### src/rtl/multi_sector_timer.sv
// multi_sector_timer: INDEX/SECTOR pulse trains and sector position for up to
// eight emulated ESDI drives. Each drive is configured and enabled through one
// AXI4-Lite CSR port.

// One timer channel: cycle counter, sector position and pulse generation.
module mst_channel #(
  parameter int CNT_WIDTH = 32
) (
  input  logic                 clk,
  input  logic                 rst_n,
  input  logic                 en,
  input  logic [CNT_WIDTH-1:0] sector_len,
  input  logic [7:0]           num_sectors,
  input  logic [CNT_WIDTH-1:0] pulse_width,
  output logic [CNT_WIDTH-1:0] count,
  output logic [7:0]           sector,
  output logic                 index,
  output logic                 sector_pulse,
  output logic                 index_hit
);
  logic wrap, at_zero;

  // ">=" lets a shortened sector length take effect at once
  assign wrap      = count >= sector_len;
  assign at_zero   = count == '0;
  assign index_hit = en && at_zero && (sector == 8'd0);

  // Count, advance sector on wrap, raise the pulse at count 0 and drop it at
  // the pulse width or at the wrap, whichever is first.
  always_ff @(posedge clk or negedge rst_n) begin
    if (!rst_n) begin
      count        <= '0;
      sector       <= '0;
      index        <= 1'b0;
      sector_pulse <= 1'b0;
    end else if (!en) begin
      count        <= '0;
      sector       <= '0;
      index        <= 1'b0;
      sector_pulse <= 1'b0;
    end else begin
      count <= wrap ? '0 : count + CNT_WIDTH'(1);
      // num_sectors == 0 wraps after 255 through 8-bit arithmetic
      if (wrap)
        sector <= (sector == num_sectors - 8'd1) ? 8'd0 : sector + 8'd1;
      if (at_zero && pulse_width != '0) begin
        index        <= (sector == 8'd0);
        sector_pulse <= (sector != 8'd0);
      end else if (wrap || count == pulse_width) begin
        index        <= 1'b0;
        sector_pulse <= 1'b0;
      end
    end
  end
endmodule

module multi_sector_timer #(
  parameter int NUM_DRIVES    = 2,
  parameter int CNT_WIDTH     = 32,
  parameter int DEFAULT_PULSE = 500
) (
  input  logic                            csr_aclk,
  input  logic                            csr_aresetn,
  input  logic                            csr_awvalid,
  output logic                            csr_awready,
  input  logic [7:0]                      csr_awaddr,
  input  logic [2:0]                      csr_awprot,
  input  logic                            csr_wvalid,
  output logic                            csr_wready,
  input  logic [31:0]                     csr_wdata,
  input  logic [3:0]                      csr_wstrb,
  output logic                            csr_bvalid,
  input  logic                            csr_bready,
  output logic [1:0]                      csr_bresp,
  input  logic                            csr_arvalid,
  output logic                            csr_arready,
  input  logic [7:0]                      csr_araddr,
  input  logic [2:0]                      csr_arprot,
  output logic                            csr_rvalid,
  input  logic                            csr_rready,
  output logic [31:0]                     csr_rdata,
  output logic [1:0]                      csr_rresp,
  output logic [NUM_DRIVES-1:0]           esdi_index,
  output logic [NUM_DRIVES-1:0]           esdi_sector,
  output logic [NUM_DRIVES*CNT_WIDTH-1:0] cycle_count,
  output logic [NUM_DRIVES*8-1:0]         sector_number
);
  logic [NUM_DRIVES-1:0]                enable, index_seen, index_hit, seen_clr;
  logic [NUM_DRIVES-1:0][CNT_WIDTH-1:0] sector_len, pulse_width, count;
  logic [NUM_DRIVES-1:0][7:0]           num_sectors, sector;
  logic                                 aw_held, w_held, wr_fire;
  logic [7:0]                           aw_addr;
  logic [31:0]                          w_data, rd_val;
  logic [5:0]                           wr_idx;
  logic                                 unused_ok;

  assign csr_awready = !aw_held;
  assign csr_wready  = !w_held;
  assign csr_bresp   = 2'b00;
  assign csr_rresp   = 2'b00;
  assign csr_arready = !csr_rvalid || csr_rready;
  assign wr_fire     = aw_held && w_held && (!csr_bvalid || csr_bready);
  assign wr_idx      = aw_addr[7:2];
  assign seen_clr    = (wr_fire && wr_idx == 6'd1) ? w_data[NUM_DRIVES-1:0] : '0;
  // prot/strb are ignored and addresses are word-aligned
  assign unused_ok   = ^{csr_awprot, csr_arprot, csr_wstrb, aw_addr[1:0],
                         csr_araddr[1:0], w_data};

  // Write channel: hold AW and W independently, commit once both are held
  // and the B slot is free; the commit cycle issues the response.
  always_ff @(posedge csr_aclk or negedge csr_aresetn) begin
    if (!csr_aresetn) begin
      aw_held     <= 1'b0;
      w_held      <= 1'b0;
      aw_addr     <= '0;
      w_data      <= '0;
      csr_bvalid  <= 1'b0;
      enable      <= '0;
      sector_len  <= '0;
      num_sectors <= '0;
      for (int d = 0; d < NUM_DRIVES; d++) pulse_width[d] <= CNT_WIDTH'(DEFAULT_PULSE);
    end else begin
      if (csr_awvalid && !aw_held) begin
        aw_held <= 1'b1;
        aw_addr <= csr_awaddr;
      end
      if (csr_wvalid && !w_held) begin
        w_held <= 1'b1;
        w_data <= csr_wdata;
      end
      if (wr_fire) begin
        aw_held    <= 1'b0;
        w_held     <= 1'b0;
        csr_bvalid <= 1'b1;
        if (wr_idx == 6'd0) enable <= w_data[NUM_DRIVES-1:0];
        for (int d = 0; d < NUM_DRIVES; d++) begin
          if (wr_idx[5:2] == 4'(d + 1)) begin
            case (wr_idx[1:0])
              2'd0:    sector_len[d]  <= w_data[CNT_WIDTH-1:0];
              2'd1:    num_sectors[d] <= w_data[7:0];
              2'd2:    pulse_width[d] <= w_data[CNT_WIDTH-1:0];
              default: ;
            endcase
          end
        end
      end else if (csr_bready) begin
        csr_bvalid <= 1'b0;
      end
    end
  end

  // Sticky index-seen flags; a set in the same cycle as a clear wins.
  always_ff @(posedge csr_aclk or negedge csr_aresetn) begin
    if (!csr_aresetn) index_seen <= '0;
    else              index_seen <= (index_seen & ~seen_clr) | index_hit;
  end

  // Read decode; unmapped words read as zero.
  always_comb begin
    rd_val = '0;
    case (csr_araddr[7:2])
      6'd0:    rd_val = 32'(enable);
      6'd1:    rd_val = 32'(index_seen);
      6'd2:    rd_val = 32'(NUM_DRIVES);
      default: ;
    endcase
    for (int d = 0; d < NUM_DRIVES; d++) begin
      if (csr_araddr[7:4] == 4'(d + 1)) begin
        case (csr_araddr[3:2])
          2'd0:    rd_val = 32'(sector_len[d]);
          2'd1:    rd_val = 32'(num_sectors[d]);
          2'd2:    rd_val = 32'(pulse_width[d]);
          default: rd_val = 32'({enable[d], sector[d]});
        endcase
      end
    end
  end

  // Registered read response; data holds while the master stalls.
  always_ff @(posedge csr_aclk or negedge csr_aresetn) begin
    if (!csr_aresetn) begin
      csr_rvalid <= 1'b0;
      csr_rdata  <= '0;
    end else if (csr_arvalid && csr_arready) begin
      csr_rvalid <= 1'b1;
      csr_rdata  <= rd_val;
    end else if (csr_rready) begin
      csr_rvalid <= 1'b0;
    end
  end

  for (genvar d = 0; d < NUM_DRIVES; d++) begin : g_drv
    mst_channel #(.CNT_WIDTH(CNT_WIDTH)) u_chan (
      .clk          (csr_aclk),
      .rst_n        (csr_aresetn),
      .en           (enable[d]),
      .sector_len   (sector_len[d]),
      .num_sectors  (num_sectors[d]),
      .pulse_width  (pulse_width[d]),
      .count        (count[d]),
      .sector       (sector[d]),
      .index        (esdi_index[d]),
      .sector_pulse (esdi_sector[d]),
      .index_hit    (index_hit[d])
    );
  end

  assign cycle_count   = count;
  assign sector_number = sector;
endmodule

### config.mk
export PLATFORM = sky130hd
export DESIGN_NAME = multi_sector_timer
export DESIGN_NICKNAME = d
export VERILOG_FILES = /design/src/rtl/multi_sector_timer.sv
export SDC_FILE = /design/constraint.sdc
export NUM_CORES = 1
export LEC_CHECK = 0
export CAP_MARGIN = 25
export CORE_MARGIN = 2
export CORE_UTILIZATION = 55
export CTS_BUF_LIST = sky130_fd_sc_hd__clkbuf_16
export DETAILED_ROUTE_END_ITERATION = 6
export PLACE_DENSITY = 0.78
export SYNTH_ARGS = -nofsm -noshare
export SYNTH_HDL_FRONTEND = slang
export SYNTH_SLANG_ARGS = --single-unit
export TNS_END_PERCENT = 20
### constraint.sdc
create_clock -name csr_aclk -period 3.1 [get_ports csr_aclk]
set_input_delay 0.93 -clock csr_aclk [delete_from_list [all_inputs] [get_ports csr_aclk]]
set_output_delay 0.93 -clock csr_aclk [all_outputs]
set_load 0.02 [all_outputs]
==> metrics.txt <==
# TYPE chip_impl_metric gauge
chip_impl_info{name="cts_tree",value="built"} 1
chip_impl_metric{name="netlist-cell-type-count",unit=""} 65
chip_impl_metric{name="synthMuxAreaShare",unit=""} 0.1319
chip_impl_info{name="crit-reg2reg-capture",value="g_drv[1].u_chan.sector[7]"} 1
chip_impl_metric{name="path_clk_slew",unit="ns"} 0.06
chip_impl_metric{name="setup_total_negative_slack",unit="ns"} 0
chip_impl_metric{name="design.final.nets",unit=""} 1938
chip_impl_metric{name="drive_above_1_share",unit=""} 0.1535
chip_impl_info{name="postSynth.topFlopCell",value="sky130_fd_sc_hd__dfrtp_1"} 1
chip_impl_metric{name="reg2reg_depth",unit=""} 8
chip_impl_info{name="dominant_combinational_cell_family_by_area_after_synthesis",value="simple AND/OR/NAND/NOR gates"} 1
chip_impl_metric{name="yosys_register_bits",unit=""} 306
chip_impl_metric{name="synth_compound_area_frac",unit=""} 0.09163
chip_impl_metric{name="synth.yosys.seq_area_share",unit=""} 0.4628
chip_impl_metric{name="die_h",unit="um"} 177.6
chip_impl_metric{name="route.antenna.remaining_nets",unit=""} 0
chip_impl_metric{name="core_region_area",unit="sq um"} 29640
chip_impl_metric{name="drt-wirelength-per-cell",unit="um"} 20.69
chip_impl_metric{name="worst-endpoint-required",unit="ns"} 2.17
chip_impl_metric{name="finalSetupViolations",unit=""} 0
chip_impl_info{name="crit_path_end_kind",value="output pin"} 1
chip_impl_info{name="cp_slowest_cell",value="sky130_fd_sc_hd__clkdlybuf4s50_1"} 1
chip_impl_metric{name="crit_path_max_incr_delay",unit="ns"} 0.61
chip_impl_metric{name="mean_instance_size_in_the_synthesized_netlist",unit="sq um"} 10.32
chip_impl_metric{name="crit_fanout",unit=""} 2
chip_impl_metric{name="die_x",unit="um"} 177.6
chip_impl_metric{name="cts_resized",unit=""} 0
chip_impl_metric{name="route.detailed.drc",unit=""} 0
chip_impl_metric{name="slew_headroom",unit=""} 0.5294
chip_impl_metric{name="report.final.hold_viol_count",unit=""} 0
chip_impl_metric{name="synth_enable_flop_cells",unit=""} 0
chip_impl_metric{name="fraction_of_synthesized_cell_area_in_xor_and_xnor_cells",unit=""} 0.07344
chip_impl_metric{name="finalWorstPathRequiredPeriod",unit="ns"} 3.024
chip_impl_metric{name="reg2reg_setup_slack",unit="ns"} 0.32
chip_impl_metric{name="share_of_synthesized_flip_flops_with_an_asynchronous_set_or_reset",unit=""} 1.000
chip_impl_metric{name="top_level_ports",unit=""} 190
chip_impl_metric{name="final_max_slew_viol_count",unit=""} 0
chip_impl_info{name="hold_path_class",value="in -> async"} 1
chip_impl_info{name="most_used_standard_cell_by_instance_count_after_synthesis",value="sky130_fd_sc_hd__dfrtp_1"} 1
chip_impl_metric{name="initial_utilization",unit=""} 0.5593
chip_impl_info{name="category_of_the_worst_setup_path_launch_point",value="input port"} 1
chip_impl_info{name="synth_top_cells_by_count",value="294 x sky130_fd_sc_hd__dfrtp_1, 148 x sky130_fd_sc_hd__nand2_1, 124 x sky130_fd_sc_hd__o21ai_0"} 1
chip_impl_metric{name="netlist_instances",unit=""} 1606
chip_impl_info{name="timing.setup.critical_path_class",value="in -> out"} 1
chip_impl_metric{name="syn_to_final_growth",unit="%"} 21.63
chip_impl_info{name="reg2reg_from",value="g_drv[1].u_chan.count[27]"} 1
chip_impl_info{name="cp_common_cell",value="sky130_fd_sc_hd__clkdlybuf4s50_1"} 1
chip_impl_metric{name="placement_rows",unit=""} 63
chip_impl_metric{name="ir_drop",unit="V"} 0.0005607
chip_impl_info{name="critical_path.cell_chain",value="clkdlybuf4s50_1 > nand2b_1 > clkdlybuf4s50_1"} 1
chip_impl_metric{name="tritoncts.num_buffers",unit=""} 31
chip_impl_info{name="most_area_hungry_cell_type_in_the_yosys_netlist",value="sky130_fd_sc_hd__dfrtp_1"} 1
chip_impl_metric{name="global_route_congestion_overflow_total",unit=""} 0
chip_impl_metric{name="synthSimpleGateAreaFrac",unit=""} 0.1390
chip_impl_metric{name="worstMarginPinSlew",unit="ns"} 0.7058
chip_impl_metric{name="number_of_antenna_violations_at_the_first_check_in_global_routing",unit=""} 0
chip_impl_metric{name="sum_of_net_half_perimeters_after_detailed_placement",unit="mm"} 33.67
chip_impl_metric{name="fillerInstances",unit=""} 2217
chip_impl_info{name="status",value="finished clean"} 1
chip_impl_metric{name="route.detailed.vias_per_inst",unit=""} 5.989
chip_impl_metric{name="maxCapViolations",unit=""} 0
chip_impl_metric{name="power.static_leakage",unit="nW"} 8.998
chip_impl_metric{name="final.setup.worst_slack",unit="ns"} 0.07552
chip_impl_info{name="clock-root-buffer",value="sky130_fd_sc_hd__clkbuf_16"} 1
chip_impl_metric{name="finalClockSkew",unit="ns"} 0.01522
chip_impl_metric{name="fmaxAchievable",unit="GHz"} 0.3306
chip_impl_metric{name="layout_worst_path_cycle_share",unit=""} 0.9756
chip_impl_metric{name="yosys.area_share.adder",unit=""} 0.05585
chip_impl_metric{name="overall_fraction_of_global_route_tracks_in_use",unit=""} 0.2923
chip_impl_metric{name="h-tree-depth",unit=""} 1
chip_impl_metric{name="post_synth_instance_area",unit="sq um"} 16580
chip_impl_info{name="rsz0062_at_grt",value="false"} 1
chip_impl_metric{name="placement.io_buffers",unit=""} 171
chip_impl_metric{name="pwr_density_cell",unit="nW/um^2"} 811.5
chip_impl_metric{name="die_area",unit="sq um"} 31550
chip_impl_metric{name="clock_sinks",unit=""} 306
chip_impl_metric{name="cp_data_arrival_time",unit="ns"} 2.09
chip_impl_info{name="critical-path-top-delay-family",value="buffers and inverters"} 1
chip_impl_metric{name="cts_setup_buffers",unit=""} 0
chip_impl_metric{name="place_worst_setup_slack",unit="ns"} 0.07494
chip_impl_metric{name="via_count",unit=""} 13260
chip_impl_metric{name="vias_in_the_first_global_route",unit=""} 13080
chip_impl_metric{name="cp_num_cells",unit=""} 3
chip_impl_metric{name="postCtsHoldBufs",unit=""} 0
chip_impl_metric{name="maximum_number_of_pins_on_one_net_before_global_route_repair",unit=""} 86
chip_impl_metric{name="worst_skew_pair.late_latency",unit="ns"} 0.58
chip_impl_metric{name="clockBufferDepth",unit=""} 3
chip_impl_info{name="synth.area.top_cells",value="sky130_fd_sc_hd__dfrtp_1 44%, sky130_fd_sc_hd__mux2_2 7.9%, sky130_fd_sc_hd__ha_1 5.6%, sky130_fd_sc_hd__xnor2_1 4.9%, sky130_fd_sc_hd__o21ai_0 3.7%"} 1
chip_impl_metric{name="timing.critical_path.buf_inv",unit=""} 2
chip_impl_metric{name="post-synth-top-area-fraction",unit=""} 0.4438
chip_impl_metric{name="antenna_diode_count",unit=""} 0
chip_impl_metric{name="drt_pass1_iterations",unit=""} 5
chip_impl_metric{name="drt-initial-drc-count",unit=""} 1221
chip_impl_metric{name="gp_routability_congestion",unit=""} 0.9458
chip_impl_metric{name="final_wirelength",unit="mm"} 45.81
chip_impl_metric{name="first_pass_grt_wire_length",unit="mm"} 71.71
chip_impl_metric{name="synth-warning-count",unit=""} 0
==> final cells by class <==
type	count	area [sq um]	share of cell area
inverters	100	375.4	0.01862
multi-input cells	1117	8194	0.4064
repair buffers	243	2392	0.1186
clock buffers	31	775.7	0.03847
well taps	390	488.0	0.02420
flip-flops and latches	306	7672	0.3805
clock inverters	27	265.3	0.01316
==> metal layers <==
layer  vias up  share of wire  global-route usage
li1       6037              -                   -
met1      6526           0.42              0.4166
met2       575           0.47              0.4606
met3       122          0.068             0.03171
met4         0          0.044              0.1148
met5         -              0                   0
==> power by group <==
part	internal (W)	switching [W]
Combinational	0.00261	0.00281
Clock	0.00223	0.00160
Sequential	0.00532	0.00179
==> logic make-up (layout without fill, tap and decap cells) <==
logic type                 Yosys count  count (layout)
AOI/OAI and AO/OA                  245             245
xor gates and xnor gates           139             139
adders and majority gates           74              74
buffers and inverters              186             401
DFF                                306             306
muxes                              184             184
other                                1               4
and+or+nand+nor                    471             471
==> stage by stage <==
step,hold WS [ns],instance area [sq um],util,total power (W),instances
6_report,0.3597,20160,0.6803,0.01636,2214
5_1_grt,0.4125,20160,0.6803,0.01724,2214
4_1_cts,0.3809,20160,0.6803,0.01632,2214
3_5_place_dp,0.4709,19120,0.6452,0.01241,2156
3_3_place_gp,0.4637,19120,0.6452,0.01214,2156
2_1_floorplan,0.4655,16590,-,0.01020,1609
==> placed cells by master (no fill, tap or decap), types with 5 or more instances in the layout <==
master                            count
sky130_fd_sc_hd__nand3_1             44
sky130_fd_sc_hd__mux2_2             116
sky130_fd_sc_hd__buf_12              11
sky130_fd_sc_hd__nor2_1             105
sky130_fd_sc_hd__dfrtp_1            294
sky130_fd_sc_hd__mux2i_1             52
sky130_fd_sc_hd__ha_1                74
sky130_fd_sc_hd__nand2_1            147
sky130_fd_sc_hd__o2bb2ai_1            9
sky130_fd_sc_hd__xnor2_1             93
sky130_fd_sc_hd__clkdlybuf4s50_1    169
sky130_fd_sc_hd__nand2b_1            14
sky130_fd_sc_hd__inv_1              106
sky130_fd_sc_hd__dfstp_2             12
sky130_fd_sc_hd__nor3_1              16
sky130_fd_sc_hd__o22a_1              23
sky130_fd_sc_hd__nor4_1              42
sky130_fd_sc_hd__buf_4               62
sky130_fd_sc_hd__bufinv_16            5
sky130_fd_sc_hd__mux4_2              16
sky130_fd_sc_hd__a21oi_1             34
sky130_fd_sc_hd__xor2_1              46
sky130_fd_sc_hd__a32oi_1              7
sky130_fd_sc_hd__and4_1               5
sky130_fd_sc_hd__nand4_1             46
sky130_fd_sc_hd__nand3b_1             5
sky130_fd_sc_hd__a21boi_0             9
sky130_fd_sc_hd__clkbuf_16           31
sky130_fd_sc_hd__clkinv_1             9
sky130_fd_sc_hd__o21ai_0            124
sky130_fd_sc_hd__and3_1               7
sky130_fd_sc_hd__or3_1               10
==> worst max-delay path by stage <==
| stage | to | slack, ns | start |
|---|---|---|---|
| 6_report | csr_arready | 0.08 | csr_rready |
| 2_1_floorplan | g_drv[0].u_chan.sector[2] | 0.31 | g_drv[0].u_chan.count[0] |
| 3_3_place_gp | csr_arready | 0.08 | csr_rready |
| 4_1_cts | csr_arready | 0.07 | csr_rready |
| 5_1_grt | csr_arready | 0.05 | csr_rready |
| 3_5_place_dp | csr_arready | 0.07 | csr_rready |
==> flip-flops by register name (all words and copies together) (netlist names) <==
register                   cells
aw_addr                        6
enable                         2
aw_held                        1
csr_bvalid                     1
csr_rvalid                     1
csr_rdata                     32
num_sectors                   16
w_data                        32
w_held                         1
index_seen                     2
g_drv.u_chan.sector           16
g_drv.u_chan.index             2
g_drv.u_chan.count            64
pulse_width                   64
sector_len                    64
g_drv.u_chan.sector_pulse      2
Note: power is estimated with default switching activity, not from simulation.
